## src/rtl/mcyc_seq.sv

```systemverilog
// mcyc_seq: machine-cycle / T-state sequencer for an 8085-class core.
// Steps through M1..M<CYCMAX> and T1..T6/TW/HALT. It produces the bus strobes
// (ale, rd_, wr_, iom) and the datapath enables (enb_c, enb_d, enbpc). The
// decoded instruction info is sampled in M1/T4.
// Ports:
//   clk, rst         clock, synchronous active-high reset
//   ready            bus ready, sampled in T2/TW
//   wake             leave HALT
//   inst_cyc/rw      extra-cycle mask / write mask (bit k = M(k+2))
//   inst_go6/hlt/dio/cnd/ccc, cnd_keep   decoded instruction info
//   mcyc, tst        current machine cycle (0 = M1) and T-state code
//   ale, rd_, wr_, iom, enb_c, enb_d, enbpc, done   strobes and enables
module mcyc_seq #(
    parameter int unsigned CYCMAX   = 5,
    parameter int unsigned MASKSIZE = CYCMAX - 1,
    parameter int unsigned CYCBITS  = 3
) (
    input  logic                clk,
    input  logic                rst,
    input  logic                ready,
    input  logic                wake,
    input  logic [MASKSIZE-1:0] inst_cyc,
    input  logic [MASKSIZE-1:0] inst_rw,
    input  logic                inst_go6,
    input  logic                inst_hlt,
    input  logic                inst_dio,
    input  logic                inst_cnd,
    input  logic                inst_ccc,
    input  logic [CYCBITS-1:0]  cnd_keep,
    output logic [CYCBITS-1:0]  mcyc,
    output logic [2:0]          tst,
    output logic                ale,
    output logic                rd_,
    output logic                wr_,
    output logic                iom,
    output logic                enb_c,
    output logic                enb_d,
    output logic                enbpc,
    output logic                done
);

    typedef enum logic [2:0] {
        TS_HALT = 3'd0,
        TS_T1   = 3'd1,
        TS_T2   = 3'd2,
        TS_T3   = 3'd3,
        TS_T4   = 3'd4,
        TS_T5   = 3'd5,
        TS_T6   = 3'd6,
        TS_TW   = 3'd7
    } tstate_t;

    // State and latched instruction info
    logic [CYCBITS-1:0]  r_mcyc;
    tstate_t             r_tst;
    logic [CYCBITS-1:0]  r_n;
    logic [MASKSIZE-1:0] r_rw;
    logic                r_dio;
    logic                r_hlt;

    // Registered outputs
    logic r_ale, r_rd_n, r_wr_n, r_iom, r_enb_c, r_enb_d, r_enbpc, r_done;

    // Next-state values
    logic [CYCBITS-1:0]  w_nxt_mcyc;
    tstate_t             w_nxt_tst;
    logic [CYCBITS-1:0]  w_nxt_n;
    logic [MASKSIZE-1:0] w_nxt_rw;
    logic                w_nxt_dio;
    logic                w_nxt_hlt;

    // Extra-cycle count derived from the live instruction inputs
    logic [CYCBITS-1:0]  w_n_raw;
    logic [CYCBITS-1:0]  w_n_in;

    // Output decode of the next state
    logic w_act, w_wr, w_ale, w_rd_n, w_wr_n, w_iom;
    logic w_enb_c, w_enb_d, w_enbpc, w_done, w_done_t4;

    // Write-cycle lookup: machine-cycle index m (1 = M2) selects rw[m-1]
    function automatic logic f_is_wr(input logic [MASKSIZE-1:0] rw,
                                     input logic [CYCBITS-1:0]  m);
        logic v;
        v = 1'b0;
        for (int k = 0; k < int'(MASKSIZE); k++) begin
            if (m == CYCBITS'(k + 1)) v = rw[k];
        end
        return v;
    endfunction

    // Highest set bit of inst_cyc (plus one); non-thermometer masks collapse to it
    always_comb begin
        w_n_raw = '0;
        for (int k = 0; k < int'(MASKSIZE); k++) begin
            if (inst_cyc[k]) w_n_raw = CYCBITS'(k + 1);
        end
    end

    // A false condition trims the extra cycles down to cnd_keep
    always_comb begin
        w_n_in = w_n_raw;
        if (inst_cnd && !inst_ccc && (cnd_keep < w_n_raw)) w_n_in = cnd_keep;
    end

    // Next-state logic
    always_comb begin
        w_nxt_mcyc = r_mcyc;
        w_nxt_tst  = r_tst;
        w_nxt_n    = r_n;
        w_nxt_rw   = r_rw;
        w_nxt_dio  = r_dio;
        w_nxt_hlt  = r_hlt;
        case (r_tst)
            TS_T1: w_nxt_tst = TS_T2;
            TS_T2,
            TS_TW: w_nxt_tst = ready ? TS_T3 : TS_TW;
            TS_T3: begin
                if (r_mcyc == '0) begin
                    w_nxt_tst = TS_T4;
                end else if (r_mcyc < r_n) begin
                    w_nxt_mcyc = r_mcyc + CYCBITS'(1);
                    w_nxt_tst  = TS_T1;
                end else begin
                    w_nxt_mcyc = '0;
                    w_nxt_tst  = TS_T1;
                end
            end
            TS_T4: begin
                // Decoded opcode info is captured for the rest of the instruction
                w_nxt_n   = w_n_in;
                w_nxt_rw  = inst_rw;
                w_nxt_dio = inst_dio;
                w_nxt_hlt = inst_hlt;
                if (inst_go6) begin
                    w_nxt_tst = TS_T5;
                end else if (inst_hlt) begin
                    w_nxt_tst = TS_HALT;
                end else if (w_n_in != '0) begin
                    w_nxt_mcyc = CYCBITS'(1);
                    w_nxt_tst  = TS_T1;
                end else begin
                    w_nxt_tst = TS_T1;
                end
            end
            TS_T5: w_nxt_tst = TS_T6;
            TS_T6: begin
                if (r_hlt) begin
                    w_nxt_tst = TS_HALT;
                end else if (r_n != '0) begin
                    w_nxt_mcyc = CYCBITS'(1);
                    w_nxt_tst  = TS_T1;
                end else begin
                    w_nxt_tst = TS_T1;
                end
            end
            TS_HALT: begin
                w_nxt_mcyc = '0;
                if (wake) w_nxt_tst = TS_T1;
            end
            default: begin
                w_nxt_mcyc = '0;
                w_nxt_tst  = TS_T1;
            end
        endcase
    end

    // Outputs for the state being entered, so they register cleanly
    always_comb begin
        w_act   = (w_nxt_tst == TS_T2) || (w_nxt_tst == TS_T3) || (w_nxt_tst == TS_TW);
        w_wr    = (w_nxt_mcyc != '0) && f_is_wr(w_nxt_rw, w_nxt_mcyc);
        w_ale   = (w_nxt_tst == TS_T1);
        w_rd_n  = !(w_act && !w_wr);
        w_wr_n  = !(w_act && w_wr);
        w_iom   = (w_nxt_mcyc != '0) && (w_nxt_tst != TS_HALT) && w_nxt_dio
                  && (w_nxt_mcyc == w_nxt_n);
        w_enbpc = (w_nxt_tst == TS_T2) && (w_nxt_mcyc == '0);
        w_enb_c = (w_nxt_tst == TS_T3) && (w_nxt_mcyc == '0);
        w_enb_d = (w_nxt_tst == TS_T3) && (w_nxt_mcyc != '0) && !w_wr;
        w_done  = ((w_nxt_tst == TS_T6) && ((w_nxt_n == '0) || w_nxt_hlt))
                  || ((w_nxt_tst == TS_T3) && (w_nxt_mcyc != '0)
                      && (w_nxt_mcyc == w_nxt_n));
    end

    // Decoded info only becomes valid during T4 itself, so done in M1/T4 is
    // decoded from the T4 state and the live instruction inputs (never ready).
    always_comb begin
        w_done_t4 = (r_tst == TS_T4) && (r_mcyc == '0) && !inst_go6
                    && (inst_hlt || (w_n_in == '0));
    end

    // State and output registers
    always_ff @(posedge clk) begin
        if (rst) begin
            r_mcyc  <= '0;
            r_tst   <= TS_T1;
            r_n     <= '0;
            r_rw    <= '0;
            r_dio   <= 1'b0;
            r_hlt   <= 1'b0;
            r_ale   <= 1'b1;
            r_rd_n  <= 1'b1;
            r_wr_n  <= 1'b1;
            r_iom   <= 1'b0;
            r_enb_c <= 1'b0;
            r_enb_d <= 1'b0;
            r_enbpc <= 1'b0;
            r_done  <= 1'b0;
        end else begin
            r_mcyc  <= w_nxt_mcyc;
            r_tst   <= w_nxt_tst;
            r_n     <= w_nxt_n;
            r_rw    <= w_nxt_rw;
            r_dio   <= w_nxt_dio;
            r_hlt   <= w_nxt_hlt;
            r_ale   <= w_ale;
            r_rd_n  <= w_rd_n;
            r_wr_n  <= w_wr_n;
            r_iom   <= w_iom;
            r_enb_c <= w_enb_c;
            r_enb_d <= w_enb_d;
            r_enbpc <= w_enbpc;
            r_done  <= w_done;
        end
    end

    assign mcyc  = r_mcyc;
    assign tst   = r_tst;
    assign ale   = r_ale;
    assign rd_   = r_rd_n;
    assign wr_   = r_wr_n;
    assign iom   = r_iom;
    assign enb_c = r_enb_c;
    assign enb_d = r_enb_d;
    assign enbpc = r_enbpc;
    assign done  = r_done | w_done_t4;

endmodule

```

## config.mk

```make
export PLATFORM = sky130hd
export DESIGN_NAME = mcyc_seq
export DESIGN_NICKNAME = d
export VERILOG_FILES = /design/src/rtl/mcyc_seq.sv
export SDC_FILE = /design/constraint.sdc
export NUM_CORES = 1
export LEC_CHECK = 0
export CORE_MARGIN = 2
export CORE_UTILIZATION = 50
export CTS_CLUSTER_SIZE = 16
export DETAILED_ROUTE_END_ITERATION = 10
export DONT_BUFFER_PORTS = 1
export PLACE_DENSITY = 0.68
export SYNTH_ARGS = -nofsm -noshare
export SYNTH_HDL_FRONTEND = slang
export SYNTH_SLANG_ARGS = --single-unit
export TNS_END_PERCENT = 30
```

## constraint.sdc

```tcl
create_clock -name clk -period 2.44 [get_ports clk]
set_input_delay 0.122 -clock clk [delete_from_list [all_inputs] [get_ports clk]]
set_output_delay 0.122 -clock clk [all_outputs]
set_load 0.005 [all_outputs]
```

== Yosys cells after proc, flatten, opt, wreduce, memory -nomap -nowiden ==
Index checks and enable logic that the tools add are counted.

* Logic and storage cells: 100
* Flip-flop bits (word level): 23
* Input port bits: 20
* Output and inout bits: 14

* Eq/ne operators: 17
* Reduce and logical (&&, ||, !) cells: 37
* Magnitude comparators: 2
* Add/sub/neg operators: 1
* Muxes and demuxes: 28
* Bitwise operators: 1

{| class="wikitable"
|+ Operator list
! kind !! count
|-
| two-way mux 3 bit || 16
|-
| equality test 3 bit (second input constant) || 7
|-
| case mux 3 bit (7 select lines) || 1
|-
| equality test 3 x 2 -> 1 bit (second input constant) || 6
|-
| logical AND 1 bit || 17
|-
| zero test 3 bit || 5
|-
| case mux 3 bit (4 select lines) || 1
|-
| nonzero test 3 bit || 4
|-
| equality test 3 x 1 -> 1 bit (second input constant) || 3
|-
| two-way mux 1 bit || 9
|-
| < comparator 3 bit || 2
|-
| zero test 1 bit || 5
|-
| logical OR 1 bit || 5
|-
| two-way mux 4 bit || 1
|-
| adder 3 x 1 -> 3 bit (second input constant) || 1
|-
| equality test 3 bit || 1
|-
| OR reduction 2 bit || 1
|-
| OR 1 bit || 1
|}

== Longest topological paths before layout ==
* Word-level depth: 21
* Mapped depth: 12
* Depth with buffers taken out: 12

== Worst setup path after synthesis ==
Ideal clock, no wire load.

* Path kind: input to register
* From: input inst_cyc[1]
* To: register r_wr_n, in the netlist wr_
* Required time: 2.312 ns
* Stages on the path: 12
* Path buffers: 0
* Slack: -0.048 ns
* Arrival: 2.360 ns
* Cell sequence: nor2_1 nor2_1 inv_1 ha_1 o21ai_0 a2111o_1 nand3_1 a311o_1 a31o_4 or3_1 a21boi_1 o21ai_0

* Longest elaborated chain between the ends: 19
* Elaborated cells on any way between the ends: 23

{| class="wikitable"
|+ Ends and longest elaborated chain
! element !! line !! source
|-
| from (decl) || 22 || <nowiki>input logic [MASKSIZE-1:0] inst_cyc,</nowiki>
|-
| two-way mux 3 bit * (3 in series) || 95 || <nowiki>if (inst_cyc[k]) w_n_raw = CYCBITS'(k + 1);</nowiki>
|-
| < comparator 3 bit || 102 || <nowiki>if (inst_cnd && !inst_ccc && (cnd_keep < w_n_raw)) w_n_in = cnd_keep;</nowiki>
|-
| logical AND 1 bit || 102 ||
|-
| two-way mux 3 bit * || 102 ||
|-
| nonzero test 3 bit * || 138 || <nowiki>end else if (w_n_in != '0) begin</nowiki>
|-
| two-way mux 3 bit * || 138 ||
|-
| two-way mux 3 bit * || 136 || <nowiki>end else if (inst_hlt) begin</nowiki>
|-
| two-way mux 3 bit * || 134 || <nowiki>if (inst_go6) begin</nowiki>
|-
| case mux 3 bit (4 select lines) * || 113 || <nowiki>case (r_tst)</nowiki>
|-
| equality test 3 x 1 -> 1 bit || 86 || <nowiki>if (m == CYCBITS'(k + 1)) v = rw[k];</nowiki>
|-
| two-way mux 1 bit (4 in series) || 86 ||
|-
| logical AND 1 bit * || 170 || <nowiki>w_wr = (w_nxt_mcyc != '0) && f_is_wr(w_nxt_rw, w_nxt_mcyc);</nowiki>
|-
| logical AND 1 bit * || 173 || <nowiki>w_wr_n = !(w_act && w_wr);</nowiki>
|-
| zero test 1 bit * || 173 ||
|-
| to (signal assigned) || 217 || <nowiki>r_wr_n <= w_wr_n;</nowiki>
|-
| to (decl) || 62 || <nowiki>logic r_ale, r_rd_n, r_wr_n, r_iom, r_enb_c, r_enb_d, r_enbpc, r_done;</nowiki>
|}

Mark *: on every way between the ends. The rest lies on a longest branch, timed or not.
A chain may end at the register's enable or synchronous reset.

== Worst setup path in the final report ==
* From: register r_n[1]
* To: register r_rd_n, in the netlist rd_

* Longest elaborated chain between the ends: 13
* Elaborated cells on any way between the ends: 20

{| class="wikitable"
|+ Ends and longest elaborated chain
! element !! line !! source
|-
| from (decl) || 56 || <nowiki>logic [CYCBITS-1:0] r_n;</nowiki>
|-
| from (signal assigned) || 211 || <nowiki>r_n <= w_nxt_n;</nowiki>
|-
| < comparator 3 bit or nonzero test 3 bit (tied branches) || 120, 149 ||
|-
| two-way mux 3 bit, on equally long branches || 120, 149 ||
|-
| two-way mux 3 bit, on equally long branches || 118, 147 ||
|-
| case mux 3 bit (4 select lines) * || 113 ||
|-
| equality test 3 x 1 -> 1 bit || 86 ||
|-
| two-way mux 1 bit (4 in series) || 86 ||
|-
| logical AND 1 bit * || 170 ||
|-
| zero test 1 bit * || 172 || <nowiki>w_rd_n = !(w_act && !w_wr);</nowiki>
|-
| logical AND 1 bit * || 172 ||
|-
| zero test 1 bit * || 172 ||
|-
| to (signal assigned) || 216 || <nowiki>r_rd_n <= w_rd_n;</nowiki>
|-
| to (decl) || 62 ||
|}

Marked as above.

==> results.toml <==
[run_status]
status = "complete, but fails checks"
violations = "negative setup slack"

[clock_tree]
cts_buffers = 3
ctsHtreeMaxLevel = 1
cts_tree = "built"
cts.sinks = 23
clk_pin_slew_worst_paths_ps = 120
clock_latency_ps = 310
root_buffer = "clkbuf_4"
clk_path_buf_depth = 2

[sta]
clock_skew_ps = 1.93
hold_slack_ps = 15.6
slew_headroom_pct = 49.8
tightest_slew_ps = 751
layout_worst_path_cycle_share_pct = 100
timing.final.hold_violations = 0
grt_setup_unrepaired = "yes"
setup-violations-final = 1
finalWorstSetupSlack_ps = -6.28
drv_slew = 0
fmax_mhz = 409
period_needed_ps = 2450

[pwr]
pwr-share-seq_pct = 45.7
powerDensity_mw_per_mm2 = 511
ir_drop_v = 0.000504
p_int_mw = 0.610
p_switching_mw = 0.324
pwr-share-comb_pct = 36.1
p_leak_nw = 0.755
switching_share_pct = 34.7
pwr-share-clk_pct = 18.2

[place]
placement.cell_area_mm2 = 0.00163
gp_congestion = 0.871
hpwlAfterDp_um = 2830
port_buffers = 0

[logic_synthesis]
synthTopCellsByArea = "dfxtp_1, nand2_1, ha_1"
async_flop_share_pct = 0
synth_seq_area_share_pct = 32.2
synth_edf_count = 0
synth_warnings = 0
synth_top_cells_by_count = "nand2_1, dfxtp_1, nor2_1"
synth.largest_area_cell = "dfxtp_1"
syn_nets = 211
yosysUniqueCellTypes = 46
synth_top_area_share_pct = 32.2
synthFlopType = "dfxtp_1"
synth_most_common_cell = "nand2_1"
ys_seq_elements = 23
syn_area_mm2 = 0.00143
synthCells = 185
postSynthAreaPerCell_um2 = 7.73

[setup_path]
r2r-end = "rd_$_SDFF_PP1_"
critPathMaxFanout = 5
reg2reg_from = "r_n[1]$_SDFF_PP0_"
critPathLaunch = "r_n[1]$_SDFF_PP0_"
required_ps = 2650
arrival_ps = 2650
r2r_cells = 11
critPathKind = "reg2reg"
crit_path_start_kind = "flop"
crit_end = "rd_$_SDFF_PP1_"
rrSetupSlack_ps = -6
end_kind = "flop"

[routing]
dr.pass1.iters = 4
wl_per_cell_um = 15.9
drc_errors = 0
first_iter_violations = 64
ant_nets = 0
avgViaCountPerCell = 6.04
wirelength_um = 3910
vias = 1485

[cells_and_area]
final_area_mm2 = 0.00183
fillers = 242
diodes = 0
drive_above_1_share_pct = 25.6
final_nets = 242
syn_to_final_growth_pct = 27.9

[global_routing]
grt_pass1_vias = 1399
grt_max_degree = 19
grt_overflow_total = 0
antenna_found_initial = 0
track_usage_pct = 24.2
grt_pass1_wl_um = 6250

[die]
die_h_um = 57.5
dieArea_mm2 = 0.00330
rows = 19
ios = 34
core_mm2 = 0.00273
fp.dieW_um = 57.5
start_util_pct = 52.3

[run]
max_cap_viol_count = 0

[hold_path]
min_path_type = "in2reg"
## timing repair
| action | 4_1_cts | 5_1_grt |
|---|---|---|
| hold buffers | 5 | 0 |
| endpoints found under the hold margin | 18 | 0 |
| setup buffers | 0 | 3 |
| pin swaps | 0 | 9 |
| endpoints found under the setup margin | 3 | 7 |
| resized for setup | 2 | 19 |
## kinds of logic (layout without fill, tap and decap cells)
family | after synthesis | count (layout) | synth area share, %
AOI/OAI and AO/OA | 52 | 52 | 26.3
xor gates and xnor gates | 5 | 5 | 3.06
adders and majority gates | 6 | 6 | 5.25
buffers and inverters | 19 | 49 | 5.07
DFF | 23 | 23 | 32.2
muxes | 3 | 3 | 2.10
and+or+nand+nor | 77 | 77 | 26.0
## area by class of cell
| class | instances | area (um^2) | share of cell area [%] |
|---|---|---|---|
| clock buffers | 3 | 22.5 | 1.23 |
| clock inverters | 1 | 5.00 | 0.274 |
| inverters | 13 | 48.8 | 2.67 |
| multi-input cells | 143 | 997 | 54.5 |
| flip-flops and latches | 23 | 464 | 25.4 |
| well taps | 31 | 38.8 | 2.12 |
| repair buffers | 32 | 253 | 13.8 |
## worst max-delay path, cell delays in order (launching register included)
cell,delay [ps]
dfxtp_2,360
inv_2,50
ha_4,230
o21ai_2,140
a31oi_2,60
nor4_4,360
buf_4,170
o32a_1,210
a31oi_4,70
buf_4,180
a21boi_2,150
or3b_1,360
## metrics by stage
step	TNS [ps]	util, %	instances	worst slack [ps]	total power [mW]
after global routing	-285	66.9	246	-92.6	0.991
after floorplan	0	-	185	6.22	0.628
after CTS	0	62.6	243	3.06	0.900
final	-6.28	66.9	246	-6.28	0.934
after detailed placement	-495	59.5	234	-198	0.720
after global placement	-239	59.5	234	-82.7	0.712
## power by group through the flow
stage | Sequential, mW | Clock, mW | Combinational, mW
global route | 0.431 | 0.193 | 0.367
detailed placement | 0.434 | 0 | 0.286
CTS | 0.426 | 0.175 | 0.299
finish | 0.427 | 0.170 | 0.337
floorplan | 0.435 | 0 | 0.193
global placement | 0.434 | 0 | 0.278
## worst min path at each step
stage                                    end  cells after the start  startpoint
after floorplan           r_rw[0]$_SDFF_PP0_                      2  inst_rw[0]
after global placement      r_hlt$_SDFF_PP0_                      1         rst
after detailed placement    r_hlt$_SDFF_PP0_                      1         rst
after CTS                 r_rw[1]$_SDFF_PP0_                      2  inst_rw[1]
after global routing      r_rw[1]$_SDFF_PP0_                      2  inst_rw[1]
final                     r_rw[1]$_SDFF_PP0_                      2  inst_rw[1]
## state kept, by name, summed over array words and instances, names as in the netlist
name	count
r_rw	4
rd_	1
wr_	1
ale	1
enbpc	1
iom	1
mcyc	3
r_dio	1
enb_c	1
r_hlt	1
r_done	1
tst	3
enb_d	1
r_n	3
## routing by layer
metal	GRT usage, %	share of wire (%)	vias up
li1	-	-	717
met1	29.2	42	699
met2	43.5	50	67
met3	5.67	7.5	2
met4	5.32	0.44	0
met5	0	0	-
## layout by cell type, fill, tap and decap left out, types with 2 or more instances in the layout
cell            n
clkbuf_4        3
nor2_1         17
dfxtp_1        20
nand2_1        28
o21ai_0        10
ha_4            2
inv_1          11
nand2b_1        6
buf_4          27
xnor2_1         2
nand3_1         6
a31oi_1         6
inv_2           2
nor3_1          4
nor2b_1         6
a31oi_4         2
ha_1            4
dfxtp_2         3
a311o_1         2
dlygate4sd3_1   5
xnor2_2         2
mux2i_1         3
a21oi_1        10
No activity file was read; power rests on OpenSTA's default activity.
